### src/rtl/bf_result_dumper.sv
// Post-run result drain for the Bellman-Ford engine.
// A rising edge on Finish starts a scan of output memory. Each entry goes out as one
// (address, distance, INF-flag) record on a valid/ready stream. When NegCycle is set at
// the trigger, a single negative-cycle record is sent instead and memory is not read.
module bf_result_dumper #(
  parameter int                 DATA_W   = 16,
  parameter int                 ADDR_W   = 13,
  parameter int                 DEPTH    = 8192,
  parameter logic [DATA_W-1:0]  INF_CODE = {DATA_W{1'b1}},
  parameter int                 RD_LAT   = 0
) (
  input  logic              clock,
  input  logic              reset,
  input  logic              Finish,
  input  logic              NegCycle,
  output logic [ADDR_W-1:0] OMAR,
  input  logic [DATA_W-1:0] OMDR,
  output logic              out_valid,
  input  logic              out_ready,
  output logic [ADDR_W-1:0] out_addr,
  output logic [DATA_W-1:0] out_data,
  output logic              out_inf,
  output logic              out_neg,
  output logic              out_last,
  output logic [ADDR_W:0]   reach_count,
  output logic              busy,
  output logic              done
);

  // The last entry is DEPTH-1. With DEPTH = 2**ADDR_W this is all-ones, so the
  // address register reaches it without wrapping.
  localparam logic [ADDR_W-1:0] LAST_ADDR = ADDR_W'(DEPTH - 1);

  typedef enum logic [2:0] {
    S_IDLE,
    S_RD,
    S_WT,
    S_CAP,
    S_SEND,
    S_NEG,
    S_DONE
  } state_t;

  state_t state;
  logic   finish_q;
  // armed is clear for the first edge after reset. This ensures that a Finish level
  // already high when reset releases is not mistaken for a rising edge.
  logic   armed;
  logic   trigger;
  logic   xfer;

  assign trigger = Finish & ~finish_q & armed;
  assign xfer    = out_valid & out_ready;

  // Drain sequencer. OMAR doubles as the scan address register, so it holds its value
  // in every state that does not advance the scan.
  always_ff @(posedge clock or negedge reset) begin
    if (!reset) begin
      state       <= S_IDLE;
      finish_q    <= 1'b0;
      armed       <= 1'b0;
      OMAR        <= '0;
      out_valid   <= 1'b0;
      out_addr    <= '0;
      out_data    <= '0;
      out_inf     <= 1'b0;
      out_neg     <= 1'b0;
      out_last    <= 1'b0;
      reach_count <= '0;
      busy        <= 1'b0;
      done        <= 1'b0;
    end else begin
      finish_q <= Finish;
      armed    <= 1'b1;
      case (state)
        S_IDLE, S_DONE: begin
          if (trigger) begin
            reach_count <= '0;
            done        <= 1'b0;
            busy        <= 1'b1;
            if (NegCycle) begin
              state     <= S_NEG;
              out_valid <= 1'b1;
              out_addr  <= '0;
              out_data  <= '0;
              out_inf   <= 1'b0;
              out_neg   <= 1'b1;
              out_last  <= 1'b1;
            end else begin
              state <= S_RD;
              OMAR  <= '0;
            end
          end
        end
        S_RD: begin
          state <= (RD_LAT == 1) ? S_WT : S_CAP;
        end
        S_WT: begin
          state <= S_CAP;
        end
        S_CAP: begin
          out_valid <= 1'b1;
          out_addr  <= OMAR;
          out_data  <= OMDR;
          out_inf   <= (OMDR == INF_CODE);
          out_neg   <= 1'b0;
          out_last  <= (OMAR == LAST_ADDR);
          state     <= S_SEND;
        end
        S_SEND: begin
          if (xfer) begin
            out_valid <= 1'b0;
            if (!out_inf) reach_count <= reach_count + 1'b1;
            if (out_last) begin
              state <= S_DONE;
              busy  <= 1'b0;
              done  <= 1'b1;
            end else begin
              OMAR  <= OMAR + 1'b1;
              state <= S_RD;
            end
          end
        end
        S_NEG: begin
          if (xfer) begin
            out_valid <= 1'b0;
            state     <= S_DONE;
            busy      <= 1'b0;
            done      <= 1'b1;
          end
        end
        default: begin
          state <= S_IDLE;
        end
      endcase
    end
  end

endmodule

### config.mk
export PLATFORM = sky130hd
export DESIGN_NAME = bf_result_dumper
export DESIGN_NICKNAME = d
export VERILOG_FILES = /design/src/rtl/bf_result_dumper.sv
export SDC_FILE = /design/constraint.sdc
export NUM_CORES = 1
export LEC_CHECK = 0
export CORE_MARGIN = 2
export CORE_UTILIZATION = 40
export CTS_CLUSTER_DIAMETER = 50
export DETAILED_ROUTE_END_ITERATION = 16
export PLACE_DENSITY = 0.66
export SLEW_MARGIN = 25
export SYNTH_ARGS = -nofsm -noshare
export SYNTH_HDL_FRONTEND = slang
export SYNTH_SLANG_ARGS = --single-unit
### constraint.sdc
create_clock -name clock -period 2.2 [get_ports clock]
set_clock_uncertainty 0.15 [all_clocks]
set_input_delay 0.66 -clock clock [delete_from_list [all_inputs] [get_ports clock]]
set_output_delay 0.66 -clock clock [all_outputs]
set_load 0.005 [all_outputs]
==> metrics.md <==
| Metric | Value |
|---|---|
| Status | `finished, final reports clean` |
| Unique masters post-synth | `51` |
| Yosys top cell by area | `dfrtp_1` |
| Core area | `0.00864 mm²` |
| Max-slew headroom | `62.6%` |
| Antenna viol nets, final | `0` |
| Sequential share of the synthesized area | `47.3%` |
| R2r setup slk | `between 0.1 and 0.15 ns` |
| Post-synth EDFFs | `0` |
| Residual DRC | `0` |
| Clk root buf | `clkbuf_8` |
| Critical R2R Launch | `state[1]` |
| Area grow syn2layout | `37.1%` |
| VDD IR max | `0.498 mV` |
| DR iter-0 viols | `~220` |
| Hold slack | `0.155 ns` |
| Worst hold path type | `in -> async` |
| Clock share of power | `17.6%` |
| Dpl hpwl | `6830 µm` |
| Synth top area cells | `dfrtp_1 47%, a211oi_1 6.4%, a21oi_1 5.8%` |
| Warnings from Yosys | `0` |
| First drt pass iteration count | `5` |
| Number of port buffers | `82` |
| CP Capture Type | `output pin` |
| First-pass GRT wire length | `16500 µm` |
| Clk pin slew, worst setup/hold paths | `0.08 ns` |
| Vias in the first global route | `3338` |
| FP Rows | `34` |
| Initial Util | `between 40 and 50%` |
| Critical path class | `reg -> out` |
| Post-route cell area | `0.00485 mm²` |
| Worst-case reg-to-reg path depth | `5` |
| WP buf/inv | `1` |
| Synthesized area per cell | `8.99 µm²` |
| Design internal power | `about 3200 µW` |
| Ports | `83` |
| Non-Filler Instances | `601` |
| CP peak stage delay | `0.53 ns` |
| Layout cells sized above 1 | `about 14%` |
| Mapped Nets | `417` |
| RSZ-0062 raised after global routing | `no` |
| Synth cell count leaders | `67 x dfrtp_1, 44 x nor2_1, 41 x a21oi_1, 38 x o21ai_0, 30 x a211oi_1` |
| Tmin final | `2.13 ns` |
| Final Wtd Congestion | `~0.81` |
| Sw Pwr | `2130 µW` |
| Antenna cell count | `0` |
| Crit path cell chain | `clkdlybuf4s50_1` |
| Pin count of the biggest net entering global routing | `59` |
| H-tree levels | `3` |
| Sw Ratio | `roughly 40%` |
| Number of max-cap violations | `0` |
| Post-synth top area share | `47.3%` |
| # fillers | `782` |
| CTS max path bufs | `2` |
| PD cells | `1100 mW/mm²` |
| Max FO, Critical Path | `9` |
| Vias per std cell | `5.77` |
| # clock sinks | `67` |
| Final hold violation count | `0` |
| Initial antenna violation count | `0` |
| Area after DPL | `0.00465 mm²` |
| Cts bufs inserted | `9` |
| Final worst slack | `0.0686 ns` |
| Crit share post-route | `a little over nine tenths` |
| Slew Viols, Final | `0` |
| Post-Syn Area | `0.00354 mm²` |
| Die W | `98.1 µm` |
| Ys flop type | `dfrtp_1` |
| Total grt overflow | `0` |
| Count leader, synth | `dfrtp_1` |
| CP required | `1.39 ns` |
| Crit-path slowest cell | `clkdlybuf4s50_1` |
| Cells after DPL | `585` |
| Crit Reg-Reg Endpoint | `reach_count[12]` |
| FMAX | `between 400 and 500 MHz` |
| Data arrival, critical path | `1.32 ns` |
| Final setup viols | `0` |
| Final Net Count | `511` |
| Startpoint Class | `flop` |
| Least-Margin Pin Slew | `0.561 ns` |
| CTS tree | `yes` |
| Die footprint | `between 0.009 and 0.01 mm²` |
| Synthesized instance count | `394` |
| Die Height | `around 98 µm` |
| Part of the power in registers | `between 30% and 40%` |
| Place WS | `-0.270 ns` |
| Via count | `between 3000 and 4000` |
| Final wirelength | `9910 µm` |
| DR WL/cell | `16.5 µm` |
| Top delay family on crit path | `buffers and inverters` |
| Comb pwr share | `48.1%` |
| Clock latency on the worst-skew pair | `0.34 ns` |
| Async set-or-reset flop fraction in the synthesized netlist | `100%` |
| Gr usage total | `a little over a fifth` |
| Leak | `0.00201 µW` |
| Post-synthesis register bit count | `67` |
[kinds of logic after synthesis]
logic type | synth area share [%]
AND/OR/NAND/NOR | 18.0
AO/OA/AOI/OAI | 29.3
adder cells (fa/ha/maj) | 0.706
flip-flops | 47.3
XOR/XNOR | 0.247
multiplexers | 0.283
buffers and inverters | 4.03
other | 0.106
[worst max-delay path by stage]
| stage | start | slack, ns | end | depth (start not counted) |
|---|---|---|---|---|
| 6_report | OMAR[3] | 0.07 | OMAR[3] | 1 |
| 2_1_floorplan | Finish | 0.20 | out_last | 6 |
| 5_1_grt | OMAR[7] | 0.01 | OMAR[7] | 1 |
| 4_1_cts | OMAR[5] | 0.005 | OMAR[5] | 1 |
| 3_3_place_gp | Finish | -0.23 | reach_count[10] | 6 |
| 3_5_place_dp | out_ready | -0.27 | OMAR[9] | 7 |
[state kept, by name, summed over array words and instances (netlist names), 3 cells and up]
signal	flops
OMAR	13
out_data	16
reach_count	14
state	3
out_addr	13
[cells in the final DEF (no fill, tap or decap), drive strengths merged, types with 2 or more instances in the layout]
master | synthesis | layout
a211o | 8 | 8
a211oi | 30 | 30
a21oi | 41 | 41
a221o | 2 | 2
a22o | 2 | 2
a311oi | 2 | 2
a31oi | 12 | 12
a41oi | 3 | 3
and3 | 9 | 9
and3b | 2 | 2
and4 | 2 | 2
buf | 9 | 33
clkbuf | 22 | 10
clkdlybuf4s50 | 0 | 81
clkinv | 0 | 3
clkinvlp | 0 | 3
dfrtp | 67 | 67
ha | 2 | 2
inv | 5 | 5
nand2 | 20 | 20
nand2b | 2 | 2
nand3 | 9 | 9
nand4 | 9 | 9
nor2 | 44 | 44
nor2b | 3 | 3
nor3 | 10 | 10
nor4 | 5 | 5
o211a | 3 | 3
o211ai | 4 | 4
o21a | 3 | 3
o21ai | 38 | 38
o32a | 3 | 3
or3 | 4 | 4
[stage by stage]
| step | setup TNS, ns | total power, µW | util, % |
|---|---|---|---|
| 4_1_cts | 0 | 5340 | 56.0 |
| 3_5_place_dp | -7.29 | 4400 | 53.9 |
| 5_1_grt | 0 | 5770 | 56.2 |
| 3_3_place_gp | -5.72 | 4350 | 53.9 |
| 2_1_floorplan | 0 | 3270 | - |
| 6_report | 0 | 5330 | 56.2 |
[area by class of cell]
class | count | area (µm²) | share of cell area [%]
multi-input cells | 291 | 1730 | 35.7
clock inverters | 6 | 41.3 | 0.851
repair buffers | 114 | 1090 | 22.5
flip-flops and latches | 67 | 1700 | 34.9
clock buffers | 10 | 138 | 2.84
well taps | 108 | 135 | 2.78
inverters | 5 | 18.8 | 0.387
[routing by layer]
| layer | track usage, % | part of all wire [%] | up-vias |
|---|---|---|---|
| met5 | 0 | 0 | - |
| met4 | 8.76 | 1.8 | 0 |
| met3 | 3.87 | 4.6 | 18 |
| met2 | 30.5 | 45 | 99 |
| met1 | 30.7 | 49 | 1673 |
| li1 | - | - | 1680 |
[power by group through the flow]
stage	combinational, µW	sequential (µW)	clock [µW]
6_report	2560	1830	941
5_1_grt	2870	1880	1020
4_1_cts	2570	1820	954
3_5_place_dp	2560	1840	0
3_3_place_gp	2520	1830	0
2_1_floorplan	1440	1830	0
[repair_timing]
action                     CTS  global route
hold buffers                 0             0
setup endpoints to repair    2            15
resized for setup            2            14
cloned                       0             0
buffers inserted             0             0
(Power assumes the default switching activity.)
